`config.mk`:
```
export PLATFORM = sky130hd
export DESIGN_NAME = median_frame_writer
export DESIGN_NICKNAME = d
export VERILOG_FILES = /design/src/rtl/median_frame_writer.sv
export SDC_FILE = /design/constraint.sdc
export NUM_CORES = 1
export LEC_CHECK = 0
export ABC_AREA = 0
export CAP_MARGIN = 10
export CORE_MARGIN = 5
export CORE_UTILIZATION = 48
export CTS_CLUSTER_SIZE = 14
export DETAILED_ROUTE_END_ITERATION = 6
export GPL_TIMING_DRIVEN = 0
export PLACE_DENSITY = 0.73
export SLEW_MARGIN = 15
export SYNTH_ARGS = -nofsm -noshare
export SYNTH_HDL_FRONTEND = slang
export SYNTH_SLANG_ARGS = --single-unit
```
`constraint.sdc`:
```
create_clock -name CLK -period 1.9 [get_ports CLK]
set_input_delay 0.19 -clock CLK [delete_from_list [all_inputs] [get_ports CLK]]
set_output_delay 0.19 -clock CLK [all_outputs]
set_load 0.02 [all_outputs]
```
`src/rtl/median_frame_writer.sv`:
```
// ============================================================================
// median_frame_writer
// Back end of the median filter: drops line-buffer warm-up samples and writes
// exactly one raster frame into image memory through a back-pressured port.
// Revision: 1.0
// ============================================================================
`default_nettype none

module median_frame_writer #(
    parameter int IMG_Width   = 256,
    parameter int IMG_Height  = 256,
    parameter int Datawidth   = 8,
    parameter int AddrWidth   = 16,
    parameter int WARMUP      = 257,
    parameter int BORDER_ZERO = 1
) (
    input  logic                 CLK,
    input  logic                 CLR,
    input  logic                 START,
    input  logic                 IN_VALID,
    input  logic [Datawidth-1:0] In,
    output logic                 IN_READY,
    output logic                 MEM_WE,
    output logic [AddrWidth-1:0] MEM_ADDR,
    output logic [Datawidth-1:0] MEM_DATA,
    input  logic                 MEM_READY,
    output logic                 BUSY,
    output logic                 FRAME_DONE
);

    localparam int CW = (IMG_Width  > 1) ? $clog2(IMG_Width)  : 1;
    localparam int RW = (IMG_Height > 1) ? $clog2(IMG_Height) : 1;
    localparam int SW = (WARMUP     > 1) ? $clog2(WARMUP)     : 1;

    typedef enum logic [2:0] {
        S_IDLE  = 3'd0,
        S_SKIP  = 3'd1,
        S_WRITE = 3'd2,
        S_FLUSH = 3'd3,
        S_DONE  = 3'd4
    } state_t;

    state_t                 state_q;
    logic [SW-1:0]          skip_q;
    logic [RW-1:0]          row_q;
    logic [CW-1:0]          col_q;
    logic                   we_q;
    logic [AddrWidth-1:0]   addr_q;
    logic [Datawidth-1:0]   data_q;
    logic                   busy_q;
    logic                   done_q;

    logic                   in_ready_d;
    logic                   accept_d;
    logic                   col_last_d;
    logic                   row_last_d;
    logic                   border_d;
    logic [AddrWidth-1:0]   addr_d;
    logic [Datawidth-1:0]   data_d;

    // In WRITE the single output register may refill in the same cycle it retires.
    always_comb begin
        in_ready_d = 1'b0;
        case (state_q)
            S_SKIP:  in_ready_d = 1'b1;
            S_WRITE: in_ready_d = !we_q || MEM_READY;
            default: in_ready_d = 1'b0;
        endcase
    end

    assign accept_d   = IN_VALID && in_ready_d;
    assign col_last_d = (col_q == CW'(IMG_Width - 1));
    assign row_last_d = (row_q == RW'(IMG_Height - 1));
    assign border_d   = (row_q == '0) || row_last_d || (col_q == '0) || col_last_d;
    assign addr_d     = AddrWidth'(row_q) * AddrWidth'(IMG_Width) + AddrWidth'(col_q);
    assign data_d     = ((BORDER_ZERO != 0) && border_d) ? '0 : In;

    always_ff @(posedge CLK) begin
        if (CLR) begin
            state_q <= S_IDLE;
            skip_q  <= '0;
            row_q   <= '0;
            col_q   <= '0;
            we_q    <= 1'b0;
            addr_q  <= '0;
            data_q  <= '0;
            busy_q  <= 1'b0;
            done_q  <= 1'b0;
        end else begin
            done_q <= 1'b0;
            if (we_q && MEM_READY) begin
                we_q <= 1'b0;
            end
            case (state_q)
                S_IDLE: begin
                    if (START) begin
                        busy_q  <= 1'b1;
                        state_q <= (WARMUP > 0) ? S_SKIP : S_WRITE;
                    end
                end
                S_SKIP: begin
                    if (accept_d) begin
                        if (skip_q == SW'(WARMUP - 1)) begin
                            skip_q  <= '0;
                            state_q <= S_WRITE;
                        end else begin
                            skip_q <= skip_q + 1'b1;
                        end
                    end
                end
                S_WRITE: begin
                    if (accept_d) begin
                        we_q   <= 1'b1;
                        addr_q <= addr_d;
                        data_q <= data_d;
                        if (col_last_d) begin
                            col_q <= '0;
                            if (row_last_d) begin
                                row_q   <= '0;
                                state_q <= S_FLUSH;
                            end else begin
                                row_q <= row_q + 1'b1;
                            end
                        end else begin
                            col_q <= col_q + 1'b1;
                        end
                    end
                end
                S_FLUSH: begin
                    // The last pixel still sits in the output register.
                    if (!we_q || MEM_READY) begin
                        busy_q  <= 1'b0;
                        done_q  <= 1'b1;
                        state_q <= S_DONE;
                    end
                end
                S_DONE: begin
                    state_q <= S_IDLE;
                end
                default: begin
                    state_q <= S_IDLE;
                end
            endcase
        end
    end

    assign IN_READY   = in_ready_d;
    assign MEM_WE     = we_q;
    assign MEM_ADDR   = addr_q;
    assign MEM_DATA   = data_q;
    assign BUSY       = busy_q;
    assign FRAME_DONE = done_q;

endmodule

`default_nettype wire
```
# Word level (Yosys, flattened, before mapping)

Index checks and enable logic that the tools add are counted.

$add $sub $neg: 4
Equality and inequality tests: 13
Muxes and demuxes: 20
Bitwise logic cells: 1
Reductions and logical operators: 17

Operators with widths:

| operator                                       | count |
|---|---|
| two-way mux 8 bit                              | 3 |
| two-way mux 3 bit                              | 7 |
| adder 16 x 8 -> 16 bit                         | 1 |
| adder 8 x 1 -> 8 bit (second input constant)   | 2 |
| == test 8 bit (second input constant)          | 2 |
| logical NOT 8 bit                              | 2 |
| != test 2 bit (second input constant)          | 7 |
| one-hot mux 3 bit (4 select lines)             | 1 |
| adder 9 x 1 -> 9 bit (second input constant)   | 1 |
| == test 9 bit (second input constant)          | 1 |
| two-way mux 9 bit                              | 1 |
| AND reduction 7 bit                            | 1 |
| == test 3 x 2 -> 1 bit (second input constant) | 2 |
| two-way mux 1 bit                              | 6 |
| AND reduction 3 bit                            | 2 |
| logical OR 1 bit                               | 4 |
| one-hot mux 1 bit (2 select lines)             | 2 |
| AND reduction 2 bit                            | 2 |
| == test 3 x 1 -> 1 bit (second input constant) | 1 |
| logical NOT 3 bit                              | 1 |
| logical AND 1 bit                              | 2 |
| nonzero test 2 bit                             | 1 |
| OR reduction 2 bit                             | 1 |
| logical NOT 1 bit                              | 1 |
| NOT 1 bit                                      | 1 |

Register bits after elaboration: 55
Input bits: 13
Output and inout port bits: 28

# Logic depth before layout (Yosys ltp)

Gate-level depths: netlist (run 1).

Depth after elaboration: 6
Depth in mapped cells: 7
Mapped depth without buffers: 6

# Worst setup path before layout (run 1)

OpenSTA, ideal clock, no wires.

Path type: reg2reg
Start: register col_q[0]
End: register state_q[0]
Library setup time: 70 ps
Arrival time: 1,694 ps
Data required time: 1,830 ps
Path slack: 136 ps
Stages on the path, launching flop included: 6
Buffers on the path: 0
Clock period less this slack: 1,764 ps
Path through: dfxtp_1 ha_1 nand4_2 o41a_1 or4_1 a21oi_1

Word-level cells in the longest chain between the ends: 3

RTL lines:

| item                          | RTL line | text |
|---|---|---|
| start, declared               | 46       | `logic [CW-1:0] col_q;` |
| start signal, assigned        | 125      | `col_q <= col_q + 1'b1;` |
| == test 8 bit                 | 72       | `assign col_last_d = (col_q == CW'(IMG_Width - 1));` |
| != test 2 bit (no line)       | --       |  |
| AND reduction 7 bit (no line) | --       |  |
| end signal, assigned          | 98       | `state_q <= (WARMUP > 0) ? S_SKIP : S_WRITE;` |
| end, declared                 | 43       | `state_t state_q;` |

No other way between the ends.
A chain may end at the register's enable or synchronous reset.

# Final worst setup path (run 1)

Start: register col_q[1]
End: register state_q[0]

The elaborated chain is that of the path after synthesis.

==> summary.md, run 1 <==
| Metric | Value |
|---|---|
| Cell variety after synth | 51 |
| Period minus WS final | ~1.9 ns |
| Post-Synth XOR/XNOR Area | 0.03085 |
| Final hold violations | 0 |
| Met2 Wirelength | 2916 um |
| Final wirelength | 5991 um |
| Cells after synthesis | between 300 and 400 |
| Max-Cap Viols | 0 |
| Most common cell in the synthesized netlist | nand2_1 |
| Vias in the first global route | 2122 |
| Met3 WL | 226 um |
| Final instance area | 3168 um2 |
| FILL cells | 510 |
| Sequential power share | 0.606 |
| Peak supply drop | 368.8 uV |
| Die height | about 83 um |
| Final setup violation count | 0 |
| CTS tree | built |
| Top post-synthesis cells by area | dfxtp_1, nand2_1, a21oi_1 |
| Die Area | 6882 um2 |
| Sw Ratio | 0.2221 |
| Final Total Pwr | 1.922 mW |
| Simple-gate share of the synthesized area | 0.2786 |
| Leak | 1.087 nW |
| Sw Pwr | 0.4268 mW |
| Via Count | 2323 |
| Post-synthesis compound-gate area fraction | 0.1611 |
| Tot GR Track Use | 0.1749 |
| Htree depth | 2 |
| Global-route wire length before repair | 10010 um |
| Final ANT Viol Nets | 0 |
| Max FO, Critical Path | 6 |
| Commonest cells post-synth | nand2_1, dfxtp_1, a21oi_1 |
| Max frequency | 538.7 MHz |
| Share of cells above drive strength 1 | 0.1011 |
| CP bufs+invs | 0 |
| Synth Flop Type | dfxtp_1 |
| Wire length per cell | 14.06 um |
| Num CTS Buffers | 5 |
| Post-Syn Area per Cell | 8.215 um2 |
| Area delta synth->final | 24.00% |
| Slowest-stage cell, CP | or4_1 |
| Grt total ovfl | 0 |
| # clock sinks | 55 |
| Worst-margin pin slew | 0.7108 ns |
| Yosys top cell area share | 0.4310 |
| Routability cong. | 0.8339 |
| Mapped Nets | 330 |
| Initial antenna violation count | 0 |
| Main combinational cell family by area after synthesis | simple AND/OR/NAND/NOR gates |
| Post-Synth Adder-Cell Area | 0.02938 |
| Row count | 26 |
| Clk_lat worst skew | about 0.3 ns |
| CP Cell Sequence | ha_2 -> nand4_2 -> o41a_1 -> or4_1 -> a21oi_1 |
| # port buffers | 40 |
| Power share of the combinational group | 0.058 |
| Inserted Diodes | 0 |
| Die width | 82.96 um |
| Final Skew | approximately 0.0055 ns |
| Highest Signal Layer | met4 |
| Largest net degree at the start of global routing | 16 |
| Root buffer cell | clkbuf_8 |
| Synthesized flop and latch total | 55 |
| Clock-pin slew on the worst setup and hold paths | ~0.090 ns |
| HP Class | input pin to flip-flop |
| Mux share of post-synthesis cell area | 0.008325 |
| DR iter-0 viols | 143 |
| Top Family by Delay on Critical Path | simple AND/OR/NAND/NOR gates |
| Core area | 5140 um2 |
| Multi-input logic area | around 1300 um2 |
| Longest Clk Path Bufs | 2 |
| Drt pass-1 iters | 4 |
| Worst path max stage delay | 0.46 ns |
| RSZ-0062 raised after global routing | true |
| Metal-1 WL | 2770 um |
| Initial Util | 0.4971 |
| Sequential element share of the synthesized area | 0.4310 |
| Final HPWL DP | 4223 um |
| Period utilization | 0.9770 |
| PwrDens | 606.7 nW/um2 |
| DRC violation count after routing | 0 |
| CP Capture Type | flip-flop |
| Ys Warns | 0 |
| Setup Crit Path Kind | flip-flop to flip-flop |
| Max-slew headroom | 0.5244 |
| Area leader, netlist | dfxtp_1 |
| I/O pin cnt | 41 |
| Asr flop ratio synth | 0 |
| Clock power frac | 0.336 |
| Storage element area | roughly 1100 um2 |
| Vias per cell | 5.453 |
| CP arrival | 2.09 ns |
| Req. time, crit path | 2.14 ns |
| CP Launch Type | flip-flop |
| # nets final | 375 |
| Internal | 1.495 mW |
| Mapped Area | 2555 um2 |
| Placed inst area | around 3000 um2 |
| EDFF count, synth | 0 |
| Final Slew Violations | 0 |
| Outcome | complete, no violations |
worst reg2reg max path, cell delays in order (launching register included):
cell and delay [ns]:
dfxtp_4 0.38, ha_2 0.21, nand4_2 0.15, o41a_1 0.44, or4_1 0.46, a21oi_1 0.14
worst paths after layout:
check                      startpoint  slack (ns)  depth (start not counted)                        to
max             col_q[1]$_SDFFE_PP0P_        0.04                          5   state_q[0]$_SDFFE_PP0P_
min                             In[5]        0.43                          3  MEM_DATA[5]$_SDFFE_PP0P_
max reg2reg     col_q[1]$_SDFFE_PP0P_        0.04                          5   state_q[0]$_SDFFE_PP0P_
min reg2reg  MEM_ADDR[0]$_SDFFE_PP0P_        0.46                          2  MEM_ADDR[0]$_SDFFE_PP0P_
cell families (layout without fill, tap and decap cells):
family / count (synthesis) / count (layout)
muxes: 2 / 2
DFF: 55 / 55
AOI/OAI and AO/OA: 63 / 63
xor gates and xnor gates: 9 / 9
adders and majority gates: 6 / 6
buffers and inverters: 32 / 77
and+or+nand+nor: 144 / 144
routing by layer:
metal	track usage	vias to the layer above
li1	-	1189
met1	0.2325	1080
met5	0	-
met2	0.2821	50
met3	0.03564	4
met4	0.05944	0
repair_timing:
action	in CTS	in global routing
setup buffers	0	0
endpoints found under the setup margin	12	28
resized for setup	7	17
hold buffers	0	0
power groups by stage:
stage	logic (mW)	clock network (mW)	registers, mW
2_1_floorplan	0.0578	0	1.19
3_3_place_gp	0.110	0	1.19
3_5_place_dp	0.112	0	1.19
4_1_cts	0.111	0.672	1.17
5_1_grt	0.121	0.710	1.17
6_report	0.111	0.646	1.16
through the flow:
step           setup slack [ns]  cells  setup TNS [ns]  hold slack [ns]    util
2_1_floorplan            0.1361    311               0           0.3263       -
3_3_place_gp            -0.2463    421          -5.510           0.4417  0.5920
3_5_place_dp            -0.2667    421          -6.370           0.4456  0.5920
4_1_cts                 0.01257    427               0           0.4172  0.6110
5_1_grt                -0.02820    426        -0.04666           0.4297  0.6164
6_report                0.04369    426               0           0.4290  0.6164
state kept, by name, indices dropped and copies added (netlist names):
name,flops
MEM_ADDR,16
skip_q,9
col_q,8
BUSY,1
state_q,3
MEM_DATA,8
row_q,8
MEM_WE,1
FRAME_DONE,1
cell type report:
type                       count  share of cell area
clock buffer                   6             0.02607
clock inverter                 1            0.001580
sequential                    55              0.3507
timing repair buffer          40              0.1260
multi-input combinational    224              0.4198
inverter                      12             0.01422
tap                           70             0.02765
buffer                        18             0.03397
layout by cell type (no fill, tap or decap), types with 3 or more instances in the layout:
master           instances
clkbuf_8                 6
clkbuf_2                 4
clkdlybuf4s50_1         39
clkbuf_1                 6
nor2_1                  19
inv_1                   12
xor2_1                   5
a21oi_1                 31
nand4_1                  5
nor2b_1                  3
nand2_1                 58
o21ai_0                  5
or4_1                    3
ha_1                     4
o41ai_1                  8
nor4_1                   6
nand3_1                 22
buf_2                    3
nor3_1                   4
dfxtp_1                 51
xnor2_1                  4
(Power assumes the default switching activity.)
==> run 2: changes to the inputs <==
Settings changed: CORE_ASPECT_RATIO set to 0.7.
==> summary.md, run 2 (synthesized netlist as in run 1, its figures left out) <==
| Metric | Value |
|---|---|
| DRC violation count after routing | 0 |
| R2r startpoint | col_q[0]$_SDFFE_PP0P_ |
| Initial Util | 0.4911 |
| Inserted Diodes | 0 |
| Clk_lat worst skew | 0.31 ns |
| Commonest non-fill, non-tap cell in the layout | nand2_1 |
| Setup Crit Path Kind | flip-flop to flip-flop |
| Row count | 22 |
| Final hold violations | 0 |
| CP bufs+invs | 1 |
| Period utilization | 0.9939 |
| I/O pin cnt | 41 |
| Leak | between 1 and 1.5 nW |
| Vias in the first global route | 2279 |
| Final core occ | 0.6243 |
| Max reg flops | 16 |
| Worst path max stage delay | roughly 0.46 ns |
| Longest Clk Path Bufs | 2 |
| Top Family by Delay on Critical Path | compound AO/OA/AOI/OAI gates |
| CTS tree | built |
| Share of cells above drive strength 1 | 0.1064 |
| R2R Path End | row_q[4]$_SDFFE_PP0P_ |
| FF-to-FF path depth | 6 |
| Max frequency | around 530 MHz |
| HP Class | input pin to flip-flop |
| Final Slew Violations | 0 |
| R2r setup slk | ~0.012 ns |
| Final HPWL DP | between 4000 and 5000 um |
| Global-route wire length before repair | 11030 um |
| CP Launch Type | flip-flop |
| Post-CTS setup repair buffer count | 0 |
| # port buffers | 40 |
| Die height | 71.04 um |
| Hold_ws | between 0.4 and 0.5 ns |
| Hold_buf cts | 0 |
| Routability cong. | 0.8729 |
| Most frequent cells in the layout | nand2_1, dfxtp_1, clkdlybuf4s50_1 |
| Vias per cell | between 5 and 6 |
| Final Skew | 0.01309 ns |
| Die Area | 6905 um2 |
| CP Cell Sequence | ha_4 -> nand4_4 -> or2_0 -> clkbuf_2 -> o311ai_0 -> o41ai_1 |
| Final wirelength | 6439 um |
| Max-slew headroom | 0.5366 |
| Root buffer cell | clkbuf_8 |
| Area delta synth->final | 27.13% |
| Htree depth | 2 |
| WHS Path Cells | 3 |
| Grt total ovfl | 0 |
| Worst-margin pin slew | 0.6926 ns |
| Clock-pin slew on the worst setup and hold paths | 0.10 ns |
| RSZ-0062 raised after global routing | true |
| Tot GR Track Use | 0.1903 |
| WHS Endpoint | MEM_DATA[4]$_SDFFE_PP0P_ |
| Min-Delay Startpoint | In[4] |
| Die width | 97.20 um |
| Drt pass-1 iters | 5 |
| Peak supply drop | 422.5 uV |
| Slowest-stage cell, CP | o311ai_0 |
| Req. time, crit path | 2.08 ns |
| Via Count | approximately 2400 |
| Final ANT Viol Nets | 0 |
| # clock sinks | 55 |
| Num CTS Buffers | 5 |
| Final setup violation count | 0 |
| DR iter-0 viols | approximately 150 |
| Max-Cap Viols | 0 |
| CP Capture Type | flip-flop |
| Wire length per cell | 15.01 um |
| Initial antenna violation count | 0 |
| Outcome | complete, no violations |
| Largest net degree at the start of global routing | 17 |
| PwrDens | 673.5 nW/um2 |
| Period minus WS final | 1.888 ns |
| Core area | 5202 um2 |
| Max FO, Critical Path | 8 |
| # nets final | 375 |
| CP arrival | 2.07 ns |
run 2: per-stage QoR:
step | TNS [ns] | instances | cell area, um2 | power [mW] | setup slack, ns
after floorplan | 0 | 311 | 2555 | 1.253 | 0.1361
after global placement | -5.369 | 423 | 3045 | 1.305 | -0.2269
after detailed placement | -6.601 | 423 | 3045 | 1.306 | -0.2589
after CTS | 0 | 430 | 3193 | 2.203 | 0.006622
after global routing | -0.1050 | 429 | 3248 | 2.261 | -0.09109
final | 0 | 429 | 3248 | 2.188 | 0.01162
run 2: worst max-delay path by stage:
stage                     startpoint                  endpoint  slack [ns]  cells past startpoint
6_report       col_q[0]$_SDFFE_PP0P_     row_q[4]$_SDFFE_PP0P_        0.01                      6
5_1_grt        col_q[0]$_SDFFE_PP0P_     row_q[4]$_SDFFE_PP0P_       -0.09                      6
4_1_cts        col_q[0]$_SDFFE_PP0P_   state_q[0]$_SDFFE_PP0P_       0.007                      5
3_5_place_dp                IN_VALID     col_q[5]$_SDFFE_PP0P_       -0.26                      7
3_3_place_gp   col_q[0]$_SDFFE_PP0P_  MEM_DATA[7]$_SDFFE_PP0P_       -0.23                      6
2_1_floorplan  col_q[0]$_SDFFE_PP0P_   state_q[0]$_SDFFE_PP0P_        0.14                      5
run 2: what timing repair did:
action | CTS | global route
pin swaps | 0 | 1
setup endpoints to repair | 16 | 29
resized for setup | 9 | 21
cloned | 0 | 0
run 2: worst min-delay path, cell delays in order:
cell and delay [ns]:
clkdlybuf4s50_1 0.40, nand2_1 0.06, o41ai_1 0.05
run 2: layer usage:
layer | global-route usage | share of wire | up-vias
met2 | 0.2813 | 0.43 | 85
li1 | - | - | 1187
met1 | 0.2800 | 0.49 | 1111
met4 | 0.03894 | 0.014 | 0
met3 | 0.04828 | 0.069 | 14
met5 | 0 | 0 | -
run 2: report_power, final:
group	leakage, nW	internal (mW)	switching [mW]
sequential	0.446	1.16	0.00969
combinational	0.599	0.0538	0.0600
clock	0.0654	0.527	0.382
run 2: area by class of cell:
| type | instances | area, um2 |
|---|---|---|
| plain buffers | 18 | 108.9 |
| clock buffers | 6 | 72.57 |
| clock inverters | 2 | 60.06 |
| fillers | 452 | 1954 |
| inverters | 12 | 45.04 |
| multi-input cells | 224 | 1361 |
| flip-flops and latches | 55 | 1111 |
| well taps | 72 | 90.09 |
| repair buffers | 40 | 399.1 |
==> run 3: changes to the inputs <==
Settings changed: CORE_MARGIN 5 to unset, CORE_UTILIZATION 48 to 45, PLACE_DENSITY 0.73 to 0.69.
==> summary.md, run 3 (synthesized netlist as in run 1, its figures left out) <==
| Metric | Value |
|---|---|
| Hold_ws | 0.4200 ns |
| Clk_lat worst skew | between 0.3 and 0.4 ns |
| Worst-margin pin slew | 0.7164 ns |
| Grt peak-use layer | met2 |
| Die width | approximately 92 um |
| Longest Clk Path Bufs | 2 |
| GR Layer Usage met3 | 0.05164 |
| FF-to-FF path depth | 6 |
| Final setup violation count | 0 |
| Share of cells above drive strength 1 | 0.1096 |
| Final hold violations | 0 |
| Grt total ovfl | 0 |
| Period utilization | 0.9853 |
| Final ANT Viol Nets | 0 |
| Peak supply drop | 311.0 uV |
| CP Capture Type | flip-flop |
| Final instance area | around 3200 um2 |
| CP startpoint | col_q[0]$_SDFFE_PP0P_ |
| Outcome | complete, no violations |
| Setup Crit Path Kind | flip-flop to flip-flop |
| Via Count | 2345 |
| Initial Util | 0.4784 |
| PwrDens | 672.7 nW/um2 |
| Tot GR Track Use | 0.2172 |
| RSZ-0062 raised after global routing | true |
| Die Area | 5988 um2 |
| Final wirelength | between 6000 and 7000 um |
| R2r startpoint | col_q[0]$_SDFFE_PP0P_ |
| WHS Path Cells | 3 |
| Final Skew | 0.009371 ns |
| CP Launch Type | flip-flop |
| Wire length per cell | 14.47 um |
| Min-Delay Startpoint | In[5] |
| Num CTS Buffers | 5 |
| Vias in the first global route | 2103 |
| DR iter-0 viols | 193 |
| M2 GR Usage | 0.3209 |
| # port buffers | 40 |
| Largest net degree at the start of global routing | 17 |
| Area delta synth->final | 26.64% |
| CP arrival | roughly 2 ns |
| Drt pass-1 iters | 4 |
| Placed inst area | 3045 um2 |
| HP Class | input pin to flip-flop |
| Root buffer cell | clkbuf_8 |
| Inserted Diodes | 0 |
| Hold_buf cts | 0 |
| Max frequency | between 500 and 600 MHz |
| Htree depth | 2 |
| Routability cong. | 0.8865 |
| Core area | approximately 5300 um2 |
| Max-Cap Viols | 0 |
| Most frequent cells in the layout | nand2_1, dfxtp_1, clkdlybuf4s50_1 |
| Final Total Pwr | approximately 2.2 mW |
| DRC violation count after routing | 0 |
| Max-slew headroom | 0.5159 |
| Post-CTS Resized | 8 |
| Max reg flops | 16 |
| CTS tree | built |
| Initial antenna violation count | 0 |
| Row count | 22 |
| Vias per cell | 5.479 |
| Final Slew Violations | 0 |
| I/O pin cnt | 41 |
| Max FO, Critical Path | 8 |
| M1 GR Usage | 0.3151 |
| Post-CTS setup repair buffer count | 0 |
| Leak | 1.102 nW |
| Req. time, crit path | 2.07 ns |
| Global-route wire length before repair | 10260 um |
| Clock-pin slew on the worst setup and hold paths | 0.10 ns |
| Final HPWL DP | 4348 um |
| Commonest non-fill, non-tap cell in the layout | nand2_1 |
| Period minus WS final | about 1.9 ns |
| Die height | around 65 um |
| # clock sinks | 55 |
| # nets final | 374 |
## run 3: cell count changes in the layout (fill, tap and decap cells not counted), sizes merged
cell / change
clkbuf: +1
buf: -2
## run 3: power by group
part | switching (mW) | total (mW) | internal [mW]
Clock | 0.373 | 0.899 | 0.527
Sequential | 0.00944 | 1.16 | 1.16
Combinational | 0.0594 | 0.112 | 0.0528
## run 3: worst max-delay path, stage by stage (launching register included)
cell and delay [ns]:
dfxtp_4 0.38, inv_1 0.08, ha_1 0.15, or4b_1 0.46, nor4_2 0.31, or3_4 0.26
o41ai_1 0.09
## run 3: final cells by class
type	instances	area (um2)
fillers	500	2105
multi-input cells	224	1350
flip-flops and latches	55	1112
repair buffers	40	399.1
plain buffers	17	106.4
well taps	72	90.09
clock buffers	6	72.57
clock inverters	2	60.06
inverters	12	45.04
## run 3: through the flow
stage                     setup TNS, ns  instances    util  setup WS (ns)
after floorplan                       0        311       -         0.1361
after global placement           -4.764        423  0.5703        -0.2271
after detailed placement         -5.727        423  0.5703        -0.2429
after CTS                             0        430  0.5975       0.005166
after global routing                  0        428  0.6059       0.003648
final                                 0        428  0.6059        0.02785
## run 3: worst paths after layout
| check | end | slack (ns) |
|---|---|---|
| min | MEM_DATA[5]$_SDFFE_PP0P_ | 0.42 |
| max reg2reg | MEM_DATA[4]$_SDFFE_PP0P_ | 0.03 |
| max | MEM_DATA[4]$_SDFFE_PP0P_ | 0.03 |
| min reg2reg | MEM_ADDR[12]$_SDFFE_PP0P_ | 0.46 |
## run 3: routing by layer
| layer | vias to the layer above | wire length (um) |
|---|---|---|
| met2 | 66 | 2563 |
| met1 | 1086 | 3185 |
| met3 | 7 | 388 |
| li1 | 1186 | - |
| met5 | - | 0 |
| met4 | 0 | 55 |
